$ cat config.mk
export PLATFORM = sky130hd
export DESIGN_NAME = spec_dev_driver_flat
export DESIGN_NICKNAME = d
export VERILOG_FILES = /design/src/rtl/spec_dev_pkg.sv /design/src/rtl/spec_dev_driver_if.sv /design/src/rtl/spec_dev_golden.sv /design/src/rtl/spec_dev_driver.sv /design/src/flat_wrapper.sv
export SDC_FILE = /design/constraint.sdc
export NUM_CORES = 1
export LEC_CHECK = 0
export CORE_MARGIN = 2
export CORE_UTILIZATION = 45
export CTS_CLUSTER_SIZE = 24
export DETAILED_ROUTE_END_ITERATION = 6
export PLACE_DENSITY = 0.65
export SYNTH_ARGS = -nofsm -noshare
export SYNTH_HDL_FRONTEND = slang
export SYNTH_SLANG_ARGS = --single-unit
$ cat constraint.sdc
create_clock -name clk -period 5.25 [get_ports clk]
set_input_delay 1.05 -clock clk [delete_from_list [all_inputs] [get_ports clk]]
set_output_delay 1.05 -clock clk [all_outputs]
set_load 0.03 [all_outputs]
$ cat src/rtl/spec_dev_pkg.sv
// Shared types and constants for the spec_dig_dev self-test driver.
//   state_e      : driver sequencer states
//   D_W          : default operand/result width
//   DEBOUNCE_MIN : device debounce window plus synchroniser depth, in clk;
//                  the settle time must be longer than this on real hardware
//   A_THRESH     : operand A value above which the device takes its second branch
package spec_dev_pkg;
  localparam int D_W          = 4;
  localparam int DEBOUNCE_MIN = 2**10 + 2;
  localparam int A_THRESH     = 9;

  typedef enum logic [2:0] {IDLE, APPLY, RELEASE, WAIT, CHECK, NEXT} state_e;
endpackage

$ cat src/rtl/spec_dev_driver_if.sv
// Bus between the driver (master) and the spec_dig_dev device (slave).
//   d1, d2        : operands, bit 0 is the MSB
//   dev_reset     : device reset, active high
//   dev_div_reset : divider reset, driver holds it low
//   dev_result    : device S1, bit 0 is the MSB
//   dev_ready     : device result-ready
interface spec_dev_driver_if #(parameter int D_W = spec_dev_pkg::D_W);
  logic [0:D_W-1] d1;
  logic [0:D_W-1] d2;
  logic           dev_reset;
  logic           dev_div_reset;
  logic [0:D_W-1] dev_result;
  logic           dev_ready;

  modport master (output d1, d2, dev_reset, dev_div_reset,
                  input  dev_result, dev_ready);
  modport slave  (input  d1, d2, dev_reset, dev_div_reset,
                  output dev_result, dev_ready);
endinterface

$ cat src/rtl/spec_dev_golden.sv
// Combinational reference of the device algorithm, all arithmetic mod 2**D_W.
//   A, B : operands (bit 0 = MSB)
//   R    : expected S1 (bit 0 = MSB)
module spec_dev_golden #(
  parameter int D_W = spec_dev_pkg::D_W
) (
  input  logic [0:D_W-1] A,
  input  logic [0:D_W-1] B,
  output logic [0:D_W-1] R
);
  import spec_dev_pkg::*;

  // Work in conventional [D_W-1:0] order; assignment keeps MSB aligned.
  // Every intermediate is D_W wide so each step truncates mod 2**D_W
  // (the A>9 branch shifts the already-wrapped sum).
  logic [D_W-1:0] a, b, x, s2, s3, t, sum;

  always_comb begin
    a   = A;
    b   = B;
    x   = a ^ b;
    s2  = a << 2;
    s3  = (x << 3) + x + s2 + (b >> 3);
    t   = a + (b << 2) + b;
    sum = a + b;
    if (int'(a) <= A_THRESH) R = ~t ^ s3;
    else                     R = (sum >> 3) + (~((b << 1) & s2) | x);
  end
endmodule

$ cat src/rtl/spec_dev_driver.sv
// Self-test sequencer for spec_dig_dev: sweeps {d1,d2} from VEC_FIRST to
// VEC_LAST, holds each pair with the device in reset, releases reset, waits
// for the ready rising edge, and checks S1 against spec_dev_golden.
//   clk, reset   : clock, async active-low reset
//   start        : one-clk pulse, accepted only in IDLE
//   dev          : device bus (master side)
//   busy, done   : sweep running / finished (done sticky until next start)
//   pass         : valid with done; no mismatches and no timeouts
//   err_count    : saturating mismatch count
//   timeout_flag : sticky, some vector never produced ready
//   fail_vec     : {d1,d2} of the first mismatch or timeout
module spec_dev_driver #(
  parameter int          D_W            = spec_dev_pkg::D_W,
  parameter int          SETTLE_CYCLES  = 2048,
  parameter logic [31:0] TIMEOUT_CYCLES = 32'd1_000_000_000,
  parameter int          VEC_FIRST      = 0,
  parameter int          VEC_LAST       = 255
) (
  input  logic               clk,
  input  logic               reset,
  input  logic               start,
  spec_dev_driver_if.master  dev,
  output logic               busy,
  output logic               done,
  output logic               pass,
  output logic [15:0]        err_count,
  output logic               timeout_flag,
  output logic [2*D_W-1:0]   fail_vec
);
  import spec_dev_pkg::*;

  localparam int          VW          = 2*D_W;
  localparam logic [VW-1:0] VF        = VW'(VEC_FIRST);
  localparam logic [VW-1:0] VL        = VW'(VEC_LAST);
  localparam logic [31:0] SETTLE_LAST = 32'(SETTLE_CYCLES - 1);
  localparam logic [31:0] TMO_LAST    = TIMEOUT_CYCLES - 32'd1;

  state_e          state_q, state_d;
  logic [VW-1:0]   vec_q, vec_d;
  logic [31:0]     cnt_q, cnt_d;       // settle counter in APPLY, timeout counter in WAIT
  logic            ready_q, ready_d;
  logic [0:D_W-1]  res_q, res_d;
  logic            dev_reset_q, dev_reset_d;
  logic            busy_q, busy_d;
  logic            done_q, done_d;
  logic            pass_q, pass_d;
  logic [15:0]     err_q, err_d;
  logic            tmo_q, tmo_d;
  logic [VW-1:0]   fail_q, fail_d;

  logic [0:D_W-1]  op_a, op_b, gold_r;
  logic            rdy_rise, first_fail;

  // Operands come straight from the vector register, so they only move on
  // the NEXT->APPLY edge, the same edge that raises dev_reset.
  assign op_a              = vec_q[VW-1:D_W];
  assign op_b              = vec_q[D_W-1:0];
  assign dev.d1            = op_a;
  assign dev.d2            = op_b;
  assign dev.dev_reset     = dev_reset_q;
  assign dev.dev_div_reset = 1'b0;

  assign busy         = busy_q;
  assign done         = done_q;
  assign pass         = pass_q;
  assign err_count    = err_q;
  assign timeout_flag = tmo_q;
  assign fail_vec     = fail_q;

  spec_dev_golden #(.D_W(D_W)) u_golden (.A(op_a), .B(op_b), .R(gold_r));

  assign rdy_rise   = dev.dev_ready & ~ready_q;
  // err_count saturates but never returns to zero, so this stays false after the first failure.
  assign first_fail = (err_q == 16'd0) && !tmo_q;

  always_comb begin
    state_d     = state_q;
    vec_d       = vec_q;
    cnt_d       = cnt_q;
    ready_d     = dev.dev_ready;
    res_d       = res_q;
    dev_reset_d = dev_reset_q;
    busy_d      = busy_q;
    done_d      = done_q;
    pass_d      = pass_q;
    err_d       = err_q;
    tmo_d       = tmo_q;
    fail_d      = fail_q;
    case (state_q)
      IDLE: if (start) begin
        vec_d       = VF;
        err_d       = 16'd0;
        tmo_d       = 1'b0;
        fail_d      = '0;
        done_d      = 1'b0;
        busy_d      = 1'b1;
        cnt_d       = 32'd0;
        dev_reset_d = 1'b1;
        state_d     = APPLY;
      end
      APPLY: begin
        dev_reset_d = 1'b1;
        if (cnt_q == SETTLE_LAST) begin
          cnt_d   = 32'd0;
          state_d = RELEASE;
        end else begin
          cnt_d = cnt_q + 32'd1;
        end
      end
      RELEASE: begin
        dev_reset_d = 1'b0;
        cnt_d       = 32'd0;
        state_d     = WAIT;
      end
      WAIT: begin
        if (rdy_rise) begin
          res_d   = dev.dev_result;
          state_d = CHECK;
        end else if (cnt_q == TMO_LAST) begin
          tmo_d   = 1'b1;
          if (first_fail) fail_d = vec_q;
          state_d = NEXT;
        end else begin
          cnt_d = cnt_q + 32'd1;
        end
      end
      CHECK: begin
        if (res_q != gold_r) begin
          if (err_q != 16'hFFFF) err_d = err_q + 16'd1;
          if (first_fail) fail_d = vec_q;
        end
        state_d = NEXT;
      end
      NEXT: begin
        dev_reset_d = 1'b1;
        cnt_d       = 32'd0;
        if (vec_q == VL) begin
          busy_d  = 1'b0;
          done_d  = 1'b1;
          pass_d  = (err_q == 16'd0) && !tmo_q;
          state_d = IDLE;
        end else begin
          vec_d   = vec_q + VW'(1);
          state_d = APPLY;
        end
      end
      default: state_d = IDLE;
    endcase
  end

  always_ff @(posedge clk or negedge reset) begin
    if (!reset) begin
      state_q     <= IDLE;
      vec_q       <= '0;
      cnt_q       <= 32'd0;
      ready_q     <= 1'b0;
      res_q       <= '0;
      dev_reset_q <= 1'b1;
      busy_q      <= 1'b0;
      done_q      <= 1'b0;
      pass_q      <= 1'b0;
      err_q       <= 16'd0;
      tmo_q       <= 1'b0;
      fail_q      <= '0;
    end else begin
      state_q     <= state_d;
      vec_q       <= vec_d;
      cnt_q       <= cnt_d;
      ready_q     <= ready_d;
      res_q       <= res_d;
      dev_reset_q <= dev_reset_d;
      busy_q      <= busy_d;
      done_q      <= done_d;
      pass_q      <= pass_d;
      err_q       <= err_d;
      tmo_q       <= tmo_d;
      fail_q      <= fail_d;
    end
  end
endmodule

$ cat src/flat_wrapper.sv
// flat-port wrapper written by rule: the top's interface ports become plain ports
module spec_dev_driver_flat import spec_dev_pkg::*;
#(
  parameter int          D_W            = spec_dev_pkg::D_W,
  parameter int          SETTLE_CYCLES  = 2048,
  parameter logic [31:0] TIMEOUT_CYCLES = 32'd1_000_000_000,
  parameter int          VEC_FIRST      = 0,
  parameter int          VEC_LAST       = 255
)
  (clk, reset, start, busy, done, pass, err_count, timeout_flag, fail_vec, dev_d1, dev_d2, dev_dev_reset, dev_dev_div_reset, dev_dev_result, dev_dev_ready);
  spec_dev_driver_if #(.D_W(D_W)) dev_i ();
  input  logic clk;
  input  logic reset;
  input  logic start;
  output logic busy;
  output logic done;
  output logic pass;
  output logic [15:0] err_count;
  output logic timeout_flag;
  output logic [2*D_W-1:0] fail_vec;
  output wire logic [$bits(dev_i.d1)-1:0] dev_d1;
  output wire logic [$bits(dev_i.d2)-1:0] dev_d2;
  output wire logic [$bits(dev_i.dev_reset)-1:0] dev_dev_reset;
  output wire logic [$bits(dev_i.dev_div_reset)-1:0] dev_dev_div_reset;
  input wire logic [$bits(dev_i.dev_result)-1:0] dev_dev_result;
  input wire logic [$bits(dev_i.dev_ready)-1:0] dev_dev_ready;
  assign dev_d1 = dev_i.d1;
  assign dev_d2 = dev_i.d2;
  assign dev_dev_reset = dev_i.dev_reset;
  assign dev_dev_div_reset = dev_i.dev_div_reset;
  assign dev_i.dev_result = dev_dev_result;
  assign dev_i.dev_ready = dev_dev_ready;
  spec_dev_driver #(.D_W(D_W), .SETTLE_CYCLES(SETTLE_CYCLES), .TIMEOUT_CYCLES(TIMEOUT_CYCLES), .VEC_FIRST(VEC_FIRST), .VEC_LAST(VEC_LAST)) u_core (.clk(clk), .reset(reset), .start(start), .dev(dev_i), .busy(busy), .done(done), .pass(pass), .err_count(err_count), .timeout_flag(timeout_flag), .fail_vec(fail_vec));
endmodule
; Yosys cells after proc, flatten, opt, wreduce, memory -nomap -nowiden
; Index checks and enable logic that the tools add are counted.
[totals]
regBits = 77
latchBits = 0
ramBits = 0
mem_bits_ro = 0
in_bits = 8
out_inout_bits = 38
wordCells = 107
mem_count = 0
[op_classes]
addsub = 10
n_mul = 0
div = 0
order_cmp = 1
n_eq_ne = 20
n_shift = 0
n_mux = 34
n_bitwise = 8
reduce_logical = 22
[ops]
columns = op, count
row1 = $mux W32, 4
row2 = $pmux W32 S4, 1
row3 = $mux W16, 3
row4 = $mux W8, 6
row5 = $add A32 B1 Y32 const B, 1
row6 = $eq A32 B11 Y1 const B, 1
row7 = $eq A32 B30 Y1 const B, 1
row8 = $pmux W16 S2, 1
row9 = $pmux W8 S3, 1
row10 = $add A4 B4 Y4, 5
row11 = $pmux W3 S6, 1
row12 = $add A16 B1 Y16 const B, 1
row13 = $logic_not A16 Y1, 1
row14 = $ne A16 B16 Y1 const B, 1
row15 = $pmux W8 S2, 1
row16 = $mux W3, 4
row17 = $reduce_and A4 Y1, 3
row18 = $ne A2 B1 Y1 const B, 5
row19 = $reduce_and A3 Y1, 3
row20 = $add A8 B1 Y8 const B, 1
row21 = $eq A8 B8 Y1 const B, 1
row22 = $ne A2 B2 Y1 const B, 4
row23 = $not A4 Y4, 2
row24 = $xor A4 B4 Y4, 2
row25 = 25 further kinds, 41

; Logic depth before layout (Yosys ltp)
; Gate-level depths: netlist of run 1.
[logic_depth]
depth_word = 9
depth_mapped = 11
mapped_depth_nobuf = 11

; By module
; From an unflattened synthesis of run 1, not the netlist that was laid out.
[unflattened]
hier_cells = 517
hier_area_um2 = 4802.1
[by_module_without_submodules]
columns = module, instances, cells_per_inst, area_each_um2, seq_area_each_um2
row1 = spec_dev_driver, 1, 480, 4449.3, 1928.1
row2 = spec_dev_golden, 1, 37, 352.8, 0.0

; Worst setup path after synthesis of run 1
; OpenSTA, ideal clock, no wires.
[synth_timing]
kind = register to register
startpoint = reg u_core.vec_q[0]
endpoint = reg u_core.err_q[5], in the netlist u_core.err_count[5]
setup_time_ns = 0.121
t_arrival_ns = 3.066
required_ns = 5.129
slack_ns = 2.063
path_stages_with_launch = 10
path_buffers = 0
period_less_slack_ns = 3.187
path_cell_list = dfrtp_1 fa_1 inv_1 fa_1 xor2_1 xnor3_1 a22o_4 xnor2_2 a221o_1 a22o_1
[synth_via]
elab_chain_len = 9
elab_cells_between_ends = 17
classes_between = add/sub (7) / eq/ne (2) / mux (1) / bitwise (6) / reduce/logical (1)
[synth_lines]
columns = item, line_no
row1 = start: declaration, spec_dev_driver.sv:39  ; logic [VW-1:0] vec_q, vec_d;
row2 = start signal: assignment, spec_dev_driver.sv:167  ; vec_q <= vec_d;
row3 = $xor A4 B4 Y4, spec_dev_golden.sv:21  ; x = a ^ b;
row4 = $add A4 B4 Y4 (2 in a row), spec_dev_golden.sv:23  ; s3 = (x << 3) + x + s2 + (b >> 3);
row5 = $add A4 B1 Y4, spec_dev_golden.sv:23
row6 = $xor A4 B4 Y4, spec_dev_golden.sv:26  ; if (int'(a) <= A_THRESH) R = ~t ^ s3;
row7 = $mux W4 *, spec_dev_golden.sv:26
row8 = $ne A4 B4 Y1 *, spec_dev_driver.sv:128  ; if (res_q != gold_r) begin
row9 = $ne A2 B1 Y1 (no source line) *, n/a
row10 = $reduce_and A4 Y1 (no source line) *, n/a
row11 = end signal: assignment, spec_dev_driver.sv:175  ; err_q <= err_d;
row12 = end: declaration, spec_dev_driver.sv:47  ; logic [15:0] err_q, err_d;
; Mark *: on every way between the ends. The rest lies on a longest branch, timed or not.
; A chain may end at the register's enable or synchronous reset.

; Final worst setup path of run 1
[layout_timing]
startpoint = reg u_core.vec_q[2]
endpoint = reg u_core.err_q[7], in the netlist u_core.err_count[7]
; The elaborated chain is that of the path after synthesis.

==> results of run 1 <==
## worst max-delay path: cells and delay by family, from the launching register on
family          cells  cell delay (ps)
simple gates        1              600
fa+ha+maj           2             1100
xor+xnor            1              170
compound gates      2              580
mux                 2              270
buf+inv             1               50
flops               1              550
## metal layers
| metal | wire length, um | part of all wire [%] |
|---|---|---|
| met5 | 0 | 0 |
| met4 | 182 | 1.5 |
| met3 | 423 | 3.5 |
| met2 | 5960 | 49 |
| met1 | 5540 | 46 |
## path summary, 6_finish.rpt
check / from / to / slack, ps / cells past startpoint
min in group asynchronous: reset / u_core.fail_vec[4]$_DFFE_PN0P_ / 860 / 1
hold reg to reg: u_core.fail_vec[2]$_DFFE_PN0P_ / u_core.fail_vec[2]$_DFFE_PN0P_ / 490 / 1
max in group asynchronous: reset / u_core.state_q[1]$_DFFE_PN0P_ / 3760 / 1
hold / removal: u_core.fail_vec[2]$_DFFE_PN0P_ / u_core.fail_vec[2]$_DFFE_PN0P_ / 490 / 1
setup reg to reg: u_core.vec_q[2]$_DFFE_PN0P_ / u_core.err_count[7]$_DFFE_PN0P_ / 1780 / 9
setup / recovery: u_core.vec_q[2]$_DFFE_PN0P_ / u_core.err_count[7]$_DFFE_PN0P_ / 1780 / 9
## cell usage after synthesis, drive strengths merged, types with 11 or more instances
cell type / count / share of area (%)
dfrtp: 76 / 39
o21ai: 40 / 4.4
nand2: 36 / 2.8
nand3: 35 / 3.6
a21oi: 30 / 3.2
nor2: 27 / 2.3
o31ai: 18 / 2.8
nand4: 16 / 2.1
or3: 16 / 2.1
buf: 14 / 2.0
inv: 14 / 1.1
ha: 12 / 3.1
nor3: 12 / 1.4
xor2: 12 / 2.5
and3: 11 / 1.4
## through the flow
step                total power, W  instances  setup WS (ps)  util [%]  instance area (um^2)
floorplan                  0.00140        517           2060         -                  4870
global placement           0.00160        674           1860      51.4                  5350
detailed placement         0.00161        674           1830      51.4                  5350
CTS                        0.00211        690           1810      53.3                  5560
global route               0.00223        690           1630      53.3                  5560
finish                     0.00209        690           1780      53.3                  5560
## layout by cell type, fill, tap and decap left out, types with 10 or more instances in the layout
cell type        count
a21oi_1             28
and3_1              11
clkdlybuf4s50_1     43
dfrtp_1             76
ha_1                12
inv_1               14
nand2_1             36
nand3_1             35
nand4_1             16
nor2_1              25
nor3_1              10
o21ai_0             34
o2bb2ai_1           10
o31ai_1             18
or3_1               16
or4_1               10
xor2_1              11
## layout make-up
cell class                      instances  share of cell area (%)
Sequential cell                        77                    34.7
Inverter                               14                   0.946
Clock inverter                          5                    1.35
Multi-Input combinational cell        402                    49.6
Clock buffer                           11                    2.36
Tap cell                              136                    3.06
Timing Repair Buffer                   45                    8.02
## state kept, by name (all words and copies together) (netlist names)
signal	flops
u_core.err_count	16
u_core.ready_q	1
u_core.state_q	3
u_core.busy	1
u_core.timeout_flag	1
u_core.fail_vec	8
u_core.res_q	4
u_core.pass	1
u_core.done	1
u_core.dev.dev_reset	1
u_core.cnt_q	32
u_core.vec_q	8
## power by group through the flow
stage,Clock (W),Combinational (W),Sequential (W)
after floorplan,0,0.000621,0.000782
after global placement,0,0.000798,0.000800
after detailed placement,0,0.000811,0.000804
after CTS,0.000500,0.000815,0.000792
after global routing,0.000527,0.000893,0.000809
final,0.000489,0.000812,0.000792
## kinds of logic after synthesis
group	count (synthesis)
and+or+nand+nor	211
AOI/OAI and AO/OA	143
DFF	77
buffers and inverters	38
xor gates and xnor gates	19
adders and majority gates	14
muxes	14
other	1
==> impl_results.md, run 1 <==
- Outcome: completed
- Initial Util: 46.7%
- Slowest CP cell: or3_1
- Final Skew: 8.31 ps
- Critical Path RT: 5480 ps
- Sw Pwr: 0.000876 W
- GRT Max-Usage Layer: met2
- Top Ports: 46
- Via density: 6.06
- Power per standard cell area: 377 nW/um^2
- Flops & latches, synth: 77
- CP max FO: 11
- Adder-Cell Fraction of Synth Area: 3.91%
- Slew @ Worst Pin: 1000 ps
- Clock share of power: 23.3%
- Sequential area share after synthesis: 39.6%
- Grt met1 use: 29.6%
- Proportion of layout cells with a drive suffix above 1: 7.76%
- Sequence of cells on the critical path: fa_1 -> inv_1 -> fa_1 -> xor2_1 -> mux2i_1 -> mux2i_1 -> or3_1 -> o211ai_4 -> o31ai_1
- YS warnings: 0
- Leakage power: 2.16 nW
- Largest net degree at the start of global routing: 78
- Clock buffer depth: 2
- Multi-input gate area: 2750 um^2
- Fillers: 949
- Total gr overflow: 0
- CTS buffer count: 9
- Hold crit path type: reg2reg
- DP HPWL: 8250 um
- ANT nets after route: 0
- Area grow syn2layout: 14.1%
- Root Driver: clkbuf_8
- Setup bufs post-CTS: 0
- Final min period: 3470 ps
- Via count: 4,182
- Gr usage total: 22.2%
- Placer Congestion: 0.881
- Clk slew on worst S/H paths: 80 ps
- Resize count post-CTS: 0
- Clock sinks: 77
- TNS Setup: 0 ps
- First-pass GRT wire length: 20,400 um
- Slowest cell delay on critical path: 600 ps
- Net Sw Frac: 41.9%
- Area occupied by registers: 1930 um^2
- Slew Limit Fails: 0
- Hold Buf Count CTS: 0
- Rows: 37
- H-tree Lvls: 3
- Unique masters post-synth: 68
- Met3 GRT Util: 3.62%
- Complex-gate fraction of the synthesized area: 20.0%
- Mapped Area: 4870 um^2
- Final period util: 66.2%
- Post-synth EDFFs: 0
- Placeable Area: 10,400 um^2
- Syn nets: 539
- Worst vdd ir: 0.191 mV
- Async SR Flop Fraction: 100%
- Avg Inst Size Synth: 9.42 um^2
- XOR/XNOR share of the synthesized area: 4.83%
- DR WL/cell: 17.5 um
- Hold Vio Cnt, Final: 0
- DRT Wirelength: 12,100 um
- Main synth FF type: dfrtp_1
- Worst EP arrival: 3710 ps
- Port bufs: 44
- WS Path Type: reg2reg
- Fin nets: 571
- Mapped Cells: 517
- Internal power: 0.00122 W
- Die W: 108 um
- DR pass1 iterations: 4
- Die footprint: 11,700 um^2
- Max cap viols: 0
- Clk_lat worst skew: 360 ps
- Die extent in y: 108 um
- Initial DRC Count: 293
- Post-Synth Simple-Gate Area: 24.7%
- Comb pwr share: 38.8%
- Drt drc: 0
- Met2 usage: 37.2%
- RSZ-0062 raised after global routing: false
- Mux cell area share after synthesis: 3.03%
- Antenna diodes: 0
- CP Launch Type: flop
- Worst Setup End Kind: flop
- Slew Limit Headroom: 33.2%
- Initial antenna violation count: 0
- Worst hold slack: 491 ps
- Main combinational cell family by area after synthesis: simple AND/OR/NAND/NOR gates
- Fmax: 288 MHz
- Vias in the first global route: 4,000
- Register share of total power: 37.8%
- Final setup viols: 0
- CTS tree: done
No activity file was read; power rests on OpenSTA's default activity.
==> run 2: changes to the inputs <==
==> constraint.sdc (replaced) <==
create_clock -name clk -period 3.4 [get_ports clk]
set_input_delay 0.68 -clock clk [delete_from_list [all_inputs] [get_ports clk]]
set_output_delay 0.68 -clock clk [all_outputs]
set_load 0.03 [all_outputs]
==> impl_results.md, run 2 (synthesized netlist as in run 1, its figures left out) <==
- Critical path origin: u_core.vec_q[2]$_DFFE_PN0P_
- DP HPWL: 8630 um
- Final Skew: 11.5 ps
- Initial antenna violation count: 0
- Die footprint: 11,700 um^2
- ANT nets after route: 0
- Non-Filler Instances: 704
- Register share of total power: 34.4%
- DR WL/cell: 17.7 um
- Fillers: 952
- Hold Vio Cnt, Final: 0
- Initial Util: 46.7%
- First-pass GRT wire length: 20,500 um
- RSZ-0062 raised after global routing: false
- CTS buffer count: 9
- Largest net degree at the start of global routing: 78
- Reg with most FFs: u_core.cnt_q
- WS Path Type: reg2reg
- DR pass1 iterations: 5
- Proportion of layout cells with a drive suffix above 1: 10.4%
- Area occupied by registers: 1930 um^2
- Placed Area: 5450 um^2
- RR Startpoint: u_core.vec_q[2]$_DFFE_PN0P_
- Vias in the first global route: 4,076
- Area grow syn2layout: 17.6%
- Top Ports: 46
- Internal power: 0.00204 W
- Leakage power: 2.25 nW
- Net Sw Frac: 40.8%
- H-tree Lvls: 3
- Outcome: completed
- Setup bufs post-CTS: 0
- Die extent in y: 108 um
- R2r endpoint: u_core.err_count[14]$_DFFE_PN0P_
- Critical Path RT: 3680 ps
- Worst EP arrival: 3520 ps
- Setup crit end: u_core.err_count[14]$_DFFE_PN0P_
- Placer Congestion: 0.892
- FF-to-FF path depth: 9
- Via density: 6.02
- Initial DRC Count: 251
- Clk slew on worst S/H paths: 80 ps
- Final min period: 3240 ps
- Clock buffer depth: 2
- Slew Limit Fails: 0
- TNS Setup: 0 ps
- Final instance area: 5720 um^2
- Clock sinks: 77
- Final setup viols: 0
- Power per standard cell area: 603 nW/um^2
- Final period util: 95.2%
- Commonest non-fill, non-tap cells in the layout: 76 x dfrtp_1, 43 x clkdlybuf4s50_1, 36 x nand2_1
- Hold crit path type: in2async
- Resize count post-CTS: 0
- Gr usage total: 22.4%
- CP max FO: 10
- Inst Count DP: 687
- Worst Setup End Kind: flop
- Rows: 37
- Clk_lat worst skew: 370 ps
- Drt drc: 0
- Most common cell after layout, fill and taps aside: dfrtp_1
- Max cap viols: 0
- DRT Wirelength: 12,400 um
- Via count: 4,240
- Placeable Area: 10,400 um^2
- Die W: 108 um
- Worst vdd ir: 0.362 mV
- Sw Pwr: 0.00141 W
- Fin nets: 585
- Multi-input gate area: 2780 um^2
- Root Driver: clkbuf_8
- Slew Limit Headroom: 33.7%
- Antenna diodes: 0
- Total gr overflow: 0
- Comb pwr share: 40.0%
- Clock share of power: 25.6%
- Slew @ Worst Pin: 995 ps
- Hold Buf Count CTS: 0
- Max reg flops: 32
- CTS tree: done
- CP Launch Type: flop
- Worst R2R Setup Slack: 160 ps
- Post-Route Utilization: 55.0%
- Port bufs: 44
- Fmax: 309 MHz
## run 2: cell types whose count changed in the layout (fill, tap and decap cells not counted), sizes merged
cell,delta
clkinvlp,+1
o211ai,+1
clkinv,-3
inv,+1
buf,+13
bufinv,+1
## run 2: stage by stage
stage | hold slack [ps] | setup WS, ps | power, W
3_3_place_gp | 478 | 218 | 0.00252
3_5_place_dp | 481 | 144 | 0.00256
2_1_floorplan | 384 | 213 | 0.00217
6_report | 477 | 162 | 0.00345
5_1_grt | 518 | 7.20 | 0.00367
4_1_cts | 499 | 116 | 0.00344
## run 2: critical path: stages, from the launching register on
cell      delay, ps
dfrtp_1         450
fa_1            520
inv_1            50
fa_1            420
xor2_1          210
xnor3_1         340
a22o_4          270
xor2_4          390
o211ai_2        210
o31ai_1         280
## run 2: power groups by stage
stage	Combinational, W	Sequential, W	Clock (W)
2_1_floorplan	0.000959	0.00121	0
3_3_place_gp	0.00133	0.00120	0
3_5_place_dp	0.00136	0.00120	0
4_1_cts	0.00136	0.00118	0.000893
5_1_grt	0.00153	0.00121	0.000930
6_report	0.00138	0.00119	0.000883
## run 2: how the worst min path moves through the flow
stage	startpoint	to	slack, ps
finish	reset	u_core.vec_q[4]$_DFFE_PN0P_	480
CTS	u_core.dev.dev_reset$_DFFE_PN1P_	u_core.dev.dev_reset$_DFFE_PN1P_	500
global route	u_core.fail_vec[4]$_DFFE_PN0P_	u_core.fail_vec[4]$_DFFE_PN0P_	520
detailed placement	u_core.fail_vec[4]$_DFFE_PN0P_	u_core.fail_vec[4]$_DFFE_PN0P_	480
floorplan	reset	u_core.busy$_DFFE_PN0P_	380
global placement	u_core.dev.dev_reset$_DFFE_PN1P_	u_core.dev.dev_reset$_DFFE_PN1P_	480
## run 2: layer usage
layer,routed length (um),global-route usage [%],up-vias
met5,0,0,-
met4,146,6.87,0
met2,6140,37.2,95
li1,-,-,2043
met1,5590,29.6,2089
met3,553,4.52,13
## run 2: area by class of cell
class / instances / area share (%)
timing repair buffer: 58 / 9.49
sequential: 77 / 33.7
multi-input combinational: 403 / 48.6
tap: 136 / 2.97
clock buffer: 11 / 2.47
clock inverter: 5 / 1.86
inverter: 14 / 0.918
